`src/rtl/Public_Info.sv`:
```
// Shared pipeline types: decoded instruction bundle and issue-queue sizing.
package Public_Info;

   localparam int unsigned IQ_DEPTH = 8;

   typedef struct packed {
      logic [31:0] PC;
      logic [31:0] inst;
      logic [4:0]  rd;
      logic        o_valid;
   } PC_set;

   // Number of set bits in a two-bit valid vector.
   function automatic logic [1:0] popcnt2(input logic [1:0] v);
      return 2'(v[1]) + 2'(v[0]);
   endfunction

endpackage

```
`src/rtl/issue_queue_mem.sv`:
```
// Issue-queue storage: DEPTH x PC_set register file, two write ports, two async read ports.
module issue_queue_mem
   import Public_Info::*;
#(
   parameter int unsigned DEPTH = IQ_DEPTH,
   parameter int unsigned PTR_W = $clog2(DEPTH)
) (
   input  logic             clk,
   input  logic             we0,
   input  logic [PTR_W-1:0] waddr0,
   input  PC_set            wdata0,
   input  logic             we1,
   input  logic [PTR_W-1:0] waddr1,
   input  PC_set            wdata1,
   input  logic [PTR_W-1:0] raddr0,
   input  logic [PTR_W-1:0] raddr1,
   output PC_set            rdata0,
   output PC_set            rdata1
);

   PC_set mem [DEPTH];

   // Contents are never reset; validity is tracked by the pointers in the top.
   always_ff @(posedge clk) begin
      if (we0) mem[waddr0] <= wdata0;
      if (we1) mem[waddr1] <= wdata1;
   end

   assign rdata0 = mem[raddr0];
   assign rdata1 = mem[raddr1];

endmodule

```
`src/rtl/issue_queue.sv`:
```
// Dual-issue instruction queue between decode and dispatch: 2-wide push, 0..2 pop, flush.
module issue_queue
   import Public_Info::*;
#(
   parameter int unsigned DEPTH = IQ_DEPTH,
   parameter int unsigned CNT_W = $clog2(DEPTH) + 1
) (
   input  logic             clk,
   input  logic             rstn,
   input  logic             i_flush,
   input  PC_set            i_set1,
   input  PC_set            i_set2,
   input  logic [1:0]       i_push_valid,
   output logic             o_ready,
   output PC_set            o_set1,
   output PC_set            o_set2,
   output logic [1:0]       o_is_valid,
   input  logic [1:0]       i_usingNUM,
   output logic [CNT_W-1:0] o_count
);

   localparam int unsigned PTR_W = $clog2(DEPTH);

   logic [PTR_W-1:0] head, tail;
   logic [CNT_W-1:0] count;
   logic [1:0]       npush, npop, req, avail;
   logic             accept, we0, we1;
   PC_set            wdata0, wdata1, rd0, rd1;

   assign o_ready    = count <= CNT_W'(DEPTH - 2);
   assign o_is_valid = {count >= CNT_W'(1), count >= CNT_W'(2)};
   assign o_count    = count;

   // Push compaction, pop clamping and output valid override.
   always_comb begin
      accept = o_ready && rstn && !i_flush;
      npush  = o_ready ? popcnt2(i_push_valid) : 2'd0;
      req    = (i_usingNUM == 2'd3) ? 2'd2 : i_usingNUM;
      avail  = o_is_valid[0] ? 2'd2 : (o_is_valid[1] ? 2'd1 : 2'd0);
      npop   = (req < avail) ? req : avail;
      we0    = accept && (i_push_valid != 2'b00);
      we1    = accept && (i_push_valid == 2'b11);
      wdata0 = i_push_valid[1] ? i_set1 : i_set2;
      wdata1 = i_set2;
      o_set1 = rd0;
      o_set2 = rd1;
      o_set1.o_valid = o_is_valid[1];
      o_set2.o_valid = o_is_valid[0];
   end

   // Reset takes precedence over flush; both empty the queue.
   always_ff @(posedge clk) begin
      if (!rstn || i_flush) begin
         head  <= '0;
         tail  <= '0;
         count <= '0;
      end else begin
         head  <= head + PTR_W'(npop);
         tail  <= tail + PTR_W'(npush);
         count <= count + CNT_W'(npush) - CNT_W'(npop);
      end
   end

   issue_queue_mem #(
      .DEPTH (DEPTH),
      .PTR_W (PTR_W)
   ) u_mem (
      .clk    (clk),
      .we0    (we0),
      .waddr0 (tail),
      .wdata0 (wdata0),
      .we1    (we1),
      .waddr1 (tail + PTR_W'(1)),
      .wdata1 (wdata1),
      .raddr0 (head),
      .raddr1 (head + PTR_W'(1)),
      .rdata0 (rd0),
      .rdata1 (rd1)
   );

endmodule

```
`config.mk`:
```
export PLATFORM = sky130hd
export DESIGN_NAME = issue_queue
export DESIGN_NICKNAME = d
export VERILOG_FILES = /design/src/rtl/Public_Info.sv /design/src/rtl/issue_queue_mem.sv /design/src/rtl/issue_queue.sv
export SDC_FILE = /design/constraint.sdc
export NUM_CORES = 1
export LEC_CHECK = 0
export ABC_AREA = 1
export BUFFER_PORTS_ARGS = -buffer_cell sky130_fd_sc_hd__buf_2
export CAP_MARGIN = 20
export CORE_AREA = 2 2 307 309
export CTS_CLUSTER_SIZE = 30
export DETAILED_ROUTE_END_ITERATION = 8
export DIE_AREA = 0 0 309 311
export PLACE_DENSITY = 0.58
export SKIP_CTS_REPAIR_TIMING = 1
export SLEW_MARGIN = 20
export SYNTH_ARGS = -nofsm -noshare
export SYNTH_HDL_FRONTEND = slang
export SYNTH_SLANG_ARGS = --single-unit
export TNS_END_PERCENT = 20
```
`constraint.sdc`:
```
create_clock -name clk -period 11.6 [get_ports clk]
set_clock_uncertainty 0.1 [all_clocks]
set_input_delay 1.74 -clock clk [delete_from_list [all_inputs] [get_ports clk]]
set_output_delay 1.74 -clock clk [all_outputs]
set_load 0.05 [all_outputs]
```
==> results.sh, run 1 <==
export IMPL_synthToLayoutAreaGrowth_pct=9.70
export IMPL_synth_seq_cells=562
export IMPL_fin_util_pct=43.6
export IMPL_die_h_um=311
export IMPL_cp_slowest_cell="dfxtp_4"
export IMPL_vias=35600
export IMPL_slew_headroom_pct=19.0
export IMPL_clock_fmax_mhz=147
export IMPL_start_util_pct=39.7
export IMPL_finalPower_mw=8.20
export IMPL_powerDensity_nw_per_um2=203
export IMPL_r2r_start="tail[0]$_SDFF_PP0_"
export IMPL_design_core_area_sq_um=92800
export IMPL_routed_wl_um=140000
export IMPL_worst_slew_pin_slew_ns=1.21
export IMPL_grt_pass1_vias=32800
export IMPL_reg2reg_depth=8
export IMPL_drt_pass1_iterations=7
export IMPL_cts_buffers=67
export IMPL_status="complete, no violations"
export IMPL_dpl_instance_area_sq_um=38400
export IMPL_critPathLaunch="head[0]$_SDFF_PP0_"
export IMPL_setup_slack_ns=4.81
export IMPL_report_final_hold_viol_count=0
export IMPL_fin_area_sq_um=40400
export IMPL_n_fill_cell=9306
export IMPL_swShare_pct=47.0
export IMPL_yosysTopAreaCellShare_pct=45.0
export IMPL_required_ns=9.76
export IMPL_seq_area_frac_synth_pct=45.5
export IMPL_power_frac_clock_pct=24.7
export IMPL_hpwl_um=74000
export IMPL_pin_count=294
export IMPL_finalCritPeriodShare_pct=58.5
export IMPL_ant_nets=0
export IMPL_fin_crit_ns=6.79
export IMPL_hp_class="reg2reg"
export IMPL_die_width_um=309
export IMPL_fp_row_count=112
export IMPL_viasPerCell=5.61
export IMPL_yosys_warnings=0
export IMPL_leakagePower_nw=18.1
export IMPL_grt_pass1_wl_um=204000
export IMPL_slowest_delay_ns=0.96
export IMPL_die_area_sq_um=96100
export IMPL_tritoncts="yes"
export IMPL_finalSetupViolations=0
export IMPL_place_congestion=0.792
export IMPL_drv_slew=0
export IMPL_ys_flop_type="edfxtp_1"
export IMPL_synth_top_area_cell="edfxtp_1"
export IMPL_syn_area_sq_um=36800
export IMPL_synth_edf_count=552
export IMPL_switchingPower_mw=3.86
export IMPL_grt_max_degree=249
export IMPL_rsz0062_at_grt="no"
export IMPL_worstReg2RegEnd="u_mem.mem[3][65]$_DFFE_PP_"
export IMPL_reg2reg_slack_ns=6.90
export IMPL_crit_fanout=84
export IMPL_seq_power_share_pct=29.2
export IMPL_pwr_share_comb_pct=46.1
export IMPL_synth_fp_nets=5265
export IMPL_synth_cell_types=29
export IMPL_cts_sinks=562
export IMPL_antenna_found_initial=9
export IMPL_drive_gt1_share_pct=9.48
export IMPL_gr_total_overflow=0
export IMPL_cp_cell_sequence="ha_4 -> buf_4 -> buf_4 -> o211ai_1 -> nand2_1 -> nand2_1 -> nand2_1 -> buf_2"
export IMPL_cap_violations=0
export IMPL_setup_tns_ns=0
export IMPL_syn_inst=5099
export IMPL_wire_per_inst_um=22.0
export IMPL_drc=0
export IMPL_portBuffers=291
export IMPL_p_int_mw=4.34
export IMPL_place_worst_setup_slack_ns=4.86
export IMPL_avgSynthCellArea_sq_um=7.22
export IMPL_drtIter0Drc=3945
export IMPL_cp_common_cell="nand2_1"
export IMPL_start_kind="register"
export IMPL_postSynth_asyncResetShare_pct=0
export IMPL_critPathCapture="o_set2[69]"
export IMPL_grt_use_total_pct=28.2
export IMPL_synth_most_common_cell="nand2_1"
export IMPL_cts_htree_levels=3
export IMPL_critical_path_class="reg2out"
export IMPL_cts_buffer_depth=3
export IMPL_synth_area_leaders="edfxtp_1 45%, nand2_1 22%, nand3_1 7.6%, o21ai_0 5.8%, a21oi_1 5.7%"
export IMPL_endpoint_kind="output pin"
export IMPL_clk_latency_ns=0.61
export IMPL_clk_pin_slew_worst_paths_ns=0.06
export IMPL_synthTopCellsByCount="2155 x nand2_1, 562 x nand3_1, 552 x edfxtp_1"
export IMPL_nets=5211
export IMPL_arrival_ns=4.95
export IMPL_max_vdd_ir_drop_mv=0.120
export IMPL_clockRootBuffer="clkbuf_16"
## layer usage
metal / part of all wire, % / track usage [%] / vias to the layer above
met2: 47 / 46.5 / 1897
met5: 0.027 / 0 / -
met4: 3.8 / 11.7 / 6
met1: 40 / 37.2 / 16600
li1: - / - / 16800
met3: 9.4 / 3.88 / 310
## cell usage in the layout (no fill, tap or decap), drive strengths merged
cell type / n
bufinv: 1
o211ai: 138
nand3b: 1
clkinv: 26
or2: 2
nand3: 567
diode: 3
nor2: 21
edfxtp: 552
ha: 15
xnor2: 3
buf: 353
fa: 4
a31oi: 1
clkinvlp: 1
o21ai: 424
clkbuf: 94
nand2: 2161
a21oi: 419
inv: 300
dfxtp: 10
and2: 1
## through the flow
step / hold slack (ns) / std cells
floorplan: 0.498 / 5099
global placement: 0.539 / 6230
detailed placement: 0.532 / 6230
CTS: 0.537 / 6348
global route: 0.610 / 6351
finish: 0.555 / 6351
## critical path, delay by kind of cell (launching register included)
kind	cells	cell delay, ns
buf+inv	3	1.92
compound gates	1	0.19
flops	1	0.96
simple gates	3	0.38
fa+ha+maj	1	0.86
## final cells by class
| class | instances | area [sq um] | share of cell area, % |
|---|---|---|---|
| flip-flops and latches | 562 | 16800 | 41.5 |
| diodes | 3 | 7.51 | 0.0186 |
| inverters | 304 | 1160 | 2.88 |
| repair buffers | 353 | 1960 | 4.84 |
| multi-input cells | 3757 | 16900 | 41.8 |
| clock buffers | 94 | 1910 | 4.72 |
| well taps | 1254 | 1570 | 3.88 |
| clock inverters | 24 | 133 | 0.328 |
## cell families (layout without fill, tap and decap cells)
| family | after synthesis | count (layout) | share of synthesized area, % |
|---|---|---|---|
| flops | 562 | 562 | 45.5 |
| xor+xnor | 3 | 3 | 0.0917 |
| buf+inv | 780 | 775 | 9.07 |
| simple gates | 2753 | 2753 | 30.3 |
| other cells | 0 | 3 | 0 |
| compound gates | 982 | 982 | 14.3 |
| fa+ha+maj | 19 | 19 | 0.727 |
## power by group through the flow
stage | combinational (mW) | sequential, mW | clock, mW
6_report | 3.78 | 2.39 | 2.03
3_3_place_gp | 3.73 | 2.43 | 0
3_5_place_dp | 3.75 | 2.43 | 0
5_1_grt | 4.09 | 2.40 | 2.13
2_1_floorplan | 2.82 | 2.40 | 0
4_1_cts | 3.76 | 2.39 | 2.05
## worst min path at each step
stage	startpoint	endpoint	slack, ns	cells after the start
after global placement	tail[2]$_SDFF_PP0_	tail[2]$_SDFF_PP0_	0.54	2
after CTS	tail[2]$_SDFF_PP0_	tail[2]$_SDFF_PP0_	0.54	2
final	tail[2]$_SDFF_PP0_	tail[2]$_SDFF_PP0_	0.56	2
after floorplan	tail[0]$_SDFF_PP0_	tail[0]$_SDFF_PP0_	0.50	3
after global routing	tail[2]$_SDFF_PP0_	tail[2]$_SDFF_PP0_	0.61	2
after detailed placement	tail[2]$_SDFF_PP0_	tail[2]$_SDFF_PP0_	0.53	2
## sequential cells by signal, summed over array words and instances (netlist names)
register / cells
u_mem.mem: 552
head: 3
tail: 3
o_count: 4
No activity file was read; power rests on OpenSTA's default activity.
==> inputs of run 2 (changes only) <==
Settings changed: ABC_AREA 1 to 0, CORE_AREA 2 2 307 309 to 2 2 291 293, DIE_AREA 0 0 309 311 to 0 0 293 295, PLACE_DENSITY 0.58 to 0.6.
Clock period 11.6 ns to 5.5 ns, I/O delays scaled along.
==> results.sh, run 2 <==
export IMPL_reg2reg_slack_ns=2.07
export IMPL_arrival_ns=3.44
export IMPL_cts_htree_levels=3
export IMPL_synth_adder_area_share_pct=0.808
export IMPL_postSynth_asyncResetShare_pct=0
export IMPL_grt_max_degree=140
export IMPL_report_final_hold_viol_count=0
export IMPL_powerDensity_nw_per_um2=375
export IMPL_synth_area_leaders="edfxtp_1 50%, mux2_2 25%, mux4_2 19%, buf_2 1.3%, mux2_1 1.1%"
export IMPL_avgSynthCellArea_sq_um=17.9
export IMPL_cap_violations=0
export IMPL_grt_pass1_wl_um=141000
export IMPL_wire_per_inst_um=30.0
export IMPL_r2r_start="o_count[3]$_SDFF_PP0_"
export IMPL_holdCritStartpoint="i_set2[60]"
export IMPL_hp_class="in2reg"
export IMPL_finalCritPeriodShare_pct=79.4
export IMPL_critical_path_class="reg2out"
export IMPL_die_area_sq_um=86400
export IMPL_synth_most_common_cell="mux2_2"
export IMPL_status="complete, no violations"
export IMPL_seq_area_frac_synth_pct=50.6
export IMPL_synth_top_area_cell="edfxtp_1"
export IMPL_drtIter0Drc=1646
export IMPL_synth_top_family_by_area="multiplexers"
export IMPL_routed_wl_um=97300
export IMPL_synthToLayoutAreaGrowth_pct=14.4
export IMPL_pin_count=294
export IMPL_finalSetupViolations=0
export IMPL_drive_gt1_share_pct=67.5
export IMPL_whs_ns=0.501
export IMPL_drt_pass1_iterations=5
export IMPL_max_vdd_ir_drop_mv=0.469
export IMPL_leakagePower_nw=12.0
export IMPL_fin_area_sq_um=37900
export IMPL_gr_total_overflow=0
export IMPL_synth_compound_gate_area_share_pct=0.295
export IMPL_worstReg2RegEnd="u_mem.mem[4][11]$_DFFE_PP_"
export IMPL_syn_area_sq_um=33100
export IMPL_clock_fmax_mhz=229
export IMPL_die_width_um=293
export IMPL_crit_fanout=53
export IMPL_synth_fp_nets=2019
export IMPL_whs_endpoint="u_mem.mem[6][60]$_DFFE_PP_"
export IMPL_vias=19400
export IMPL_start_util_pct=39.8
export IMPL_tritoncts="yes"
export IMPL_cts_sinks=562
export IMPL_die_h_um=295
export IMPL_antenna_found_initial=14
export IMPL_clockRootBuffer="clkbuf_16"
export IMPL_regMostFlops="u_mem.mem"
export IMPL_viasPerCell=6.00
export IMPL_syn_inst=1853
export IMPL_fin_crit_ns=4.37
export IMPL_ys_flop_type="edfxtp_1"
export IMPL_nets=2275
export IMPL_largest_reg_flops=552
export IMPL_ant_nets=0
export IMPL_place_congestion=0.736
export IMPL_muxShareOfSynthArea_pct=44.6
export IMPL_cts_buffer_depth=3
export IMPL_cts_buffers=66
export IMPL_n_fill_cell=7228
export IMPL_drv_slew=0
export IMPL_required_ns=4.58
export IMPL_grt_pass1_vias=20900
export IMPL_drc=0
export IMPL_fp_row_count=106
export IMPL_portBuffers=291
export IMPL_grt_use_total_pct=22.5
export IMPL_clk_pin_slew_worst_paths_ns=0.06
export IMPL_endpoint_kind="output pin"
export IMPL_start_kind="register"
export IMPL_synth_seq_cells=562
export IMPL_clk_latency_ns=0.60
export IMPL_dpl_instance_area_sq_um=35900
export IMPL_reg2reg_depth=8
export IMPL_min_path_cells=2
export IMPL_synth_edf_count=552
export IMPL_rsz0062_at_grt="no"
export IMPL_synthTopCellsByCount="728 x mux2_2, 552 x edfxtp_1, 276 x mux4_2"
export IMPL_synth_cell_types=37
export IMPL_final_cell_mix="728 x mux2_2, 552 x edfxtp_1, 290 x buf_2"
export IMPL_finalPower_mw=14.2
export IMPL_yosys_warnings=0
export IMPL_slew_headroom_pct=23.6
export IMPL_synth_xor_area_share_pct=0.185
export IMPL_design_core_area_sq_um=83200
export IMPL_final_common_cell="mux2_2"
export IMPL_synth_simple_gate_area_share_pct=0.994
export IMPL_yosysTopAreaCellShare_pct=50.0
export IMPL_worst_slew_pin_slew_ns=1.15
export IMPL_hpwl_um=54100
run 2: cell types whose count changed after synthesis, sizes merged, moves of 7 or more:
cell    before  now
buf        224  109
a21oi      419    1
inv        303   13
o211ai     138    0
and2         1    8
o21ai      424    3
nor3         0    9
mux2         0  760
mux4         0  276
nand3      567    1
nand2     2161    6
clkbuf     252   40
run 2: cell families (layout without fill, tap and decap cells):
family          count (synthesis)  count (layout)
fa+ha+maj                      19              19
xor+xnor                        7               7
other cells                     0               9
compound gates                 14              14
mux                          1036            1036
buf+inv                       162             463
flops                         562             562
simple gates                   53              53
run 2: per-layer routing:
layer / routed length (um) / vias up / track usage (%) / share of wire [%]
li1: - / 8271 / - / -
met1: 40900 / 10300 / 30.5 / 42
met2: 47800 / 725 / 37.5 / 49
met3: 6300 / 149 / 3.76 / 6.5
met4: 2130 / 16 / 6.28 / 2.2
met5: 96 / - / 0 / 0.099
run 2: worst max-delay path by stage:
stage	start	to	cells after the start
finish	head[0]$_SDFF_PP0_	o_set2[36]	5
global route	head[0]$_SDFF_PP0_	o_set2[53]	5
CTS	head[0]$_SDFF_PP0_	o_set2[53]	5
detailed placement	i_push_valid[1]	u_mem.mem[2][33]$_DFFE_PP_	7
global placement	i_push_valid[1]	u_mem.mem[2][36]$_DFFE_PP_	7
floorplan	i_push_valid[1]	u_mem.mem[2][10]$_DFFE_PP_	7
run 2: cell type report:
type / count / area [sq um] / share of cell area (%)
well taps: 1080 / 1350 / 3.57
repair buffers: 337 / 2020 / 5.32
inverters: 13 / 48.8 / 0.129
clock inverters: 32 / 275 / 0.727
diodes: 9 / 22.5 / 0.0595
flip-flops and latches: 562 / 16800 / 44.3
clock buffers: 81 / 1730 / 4.56
multi-input cells: 1129 / 15600 / 41.3
run 2: where the power goes:
group	switching, mW	internal [mW]	total, mW
registers	0.0939	4.88	4.97
clock network	1.79	2.39	4.18
logic	3.08	1.99	5.07
total	4.97	9.25	14.2
run 2: worst max-delay path, cell delays in order (launching register included):
cell and delay (ns):
dfxtp_4 0.66, ha_4 0.54, buf_12 0.48, mux4_2 0.58
mux2_2 0.30, buf_2 0.21
run 2: through the flow:
step / cells / util (%) / setup WS, ns / TNS (ns)
finish: 3243 / 45.6 / 1.13 / 0
global route: 3238 / 45.5 / 0.938 / 0
CTS: 3234 / 45.5 / 1.03 / 0
detailed placement: 3121 / 43.1 / 1.50 / 0
global placement: 3121 / 43.1 / 1.54 / 0
floorplan: 1853 / - / -0.0369 / -7.54
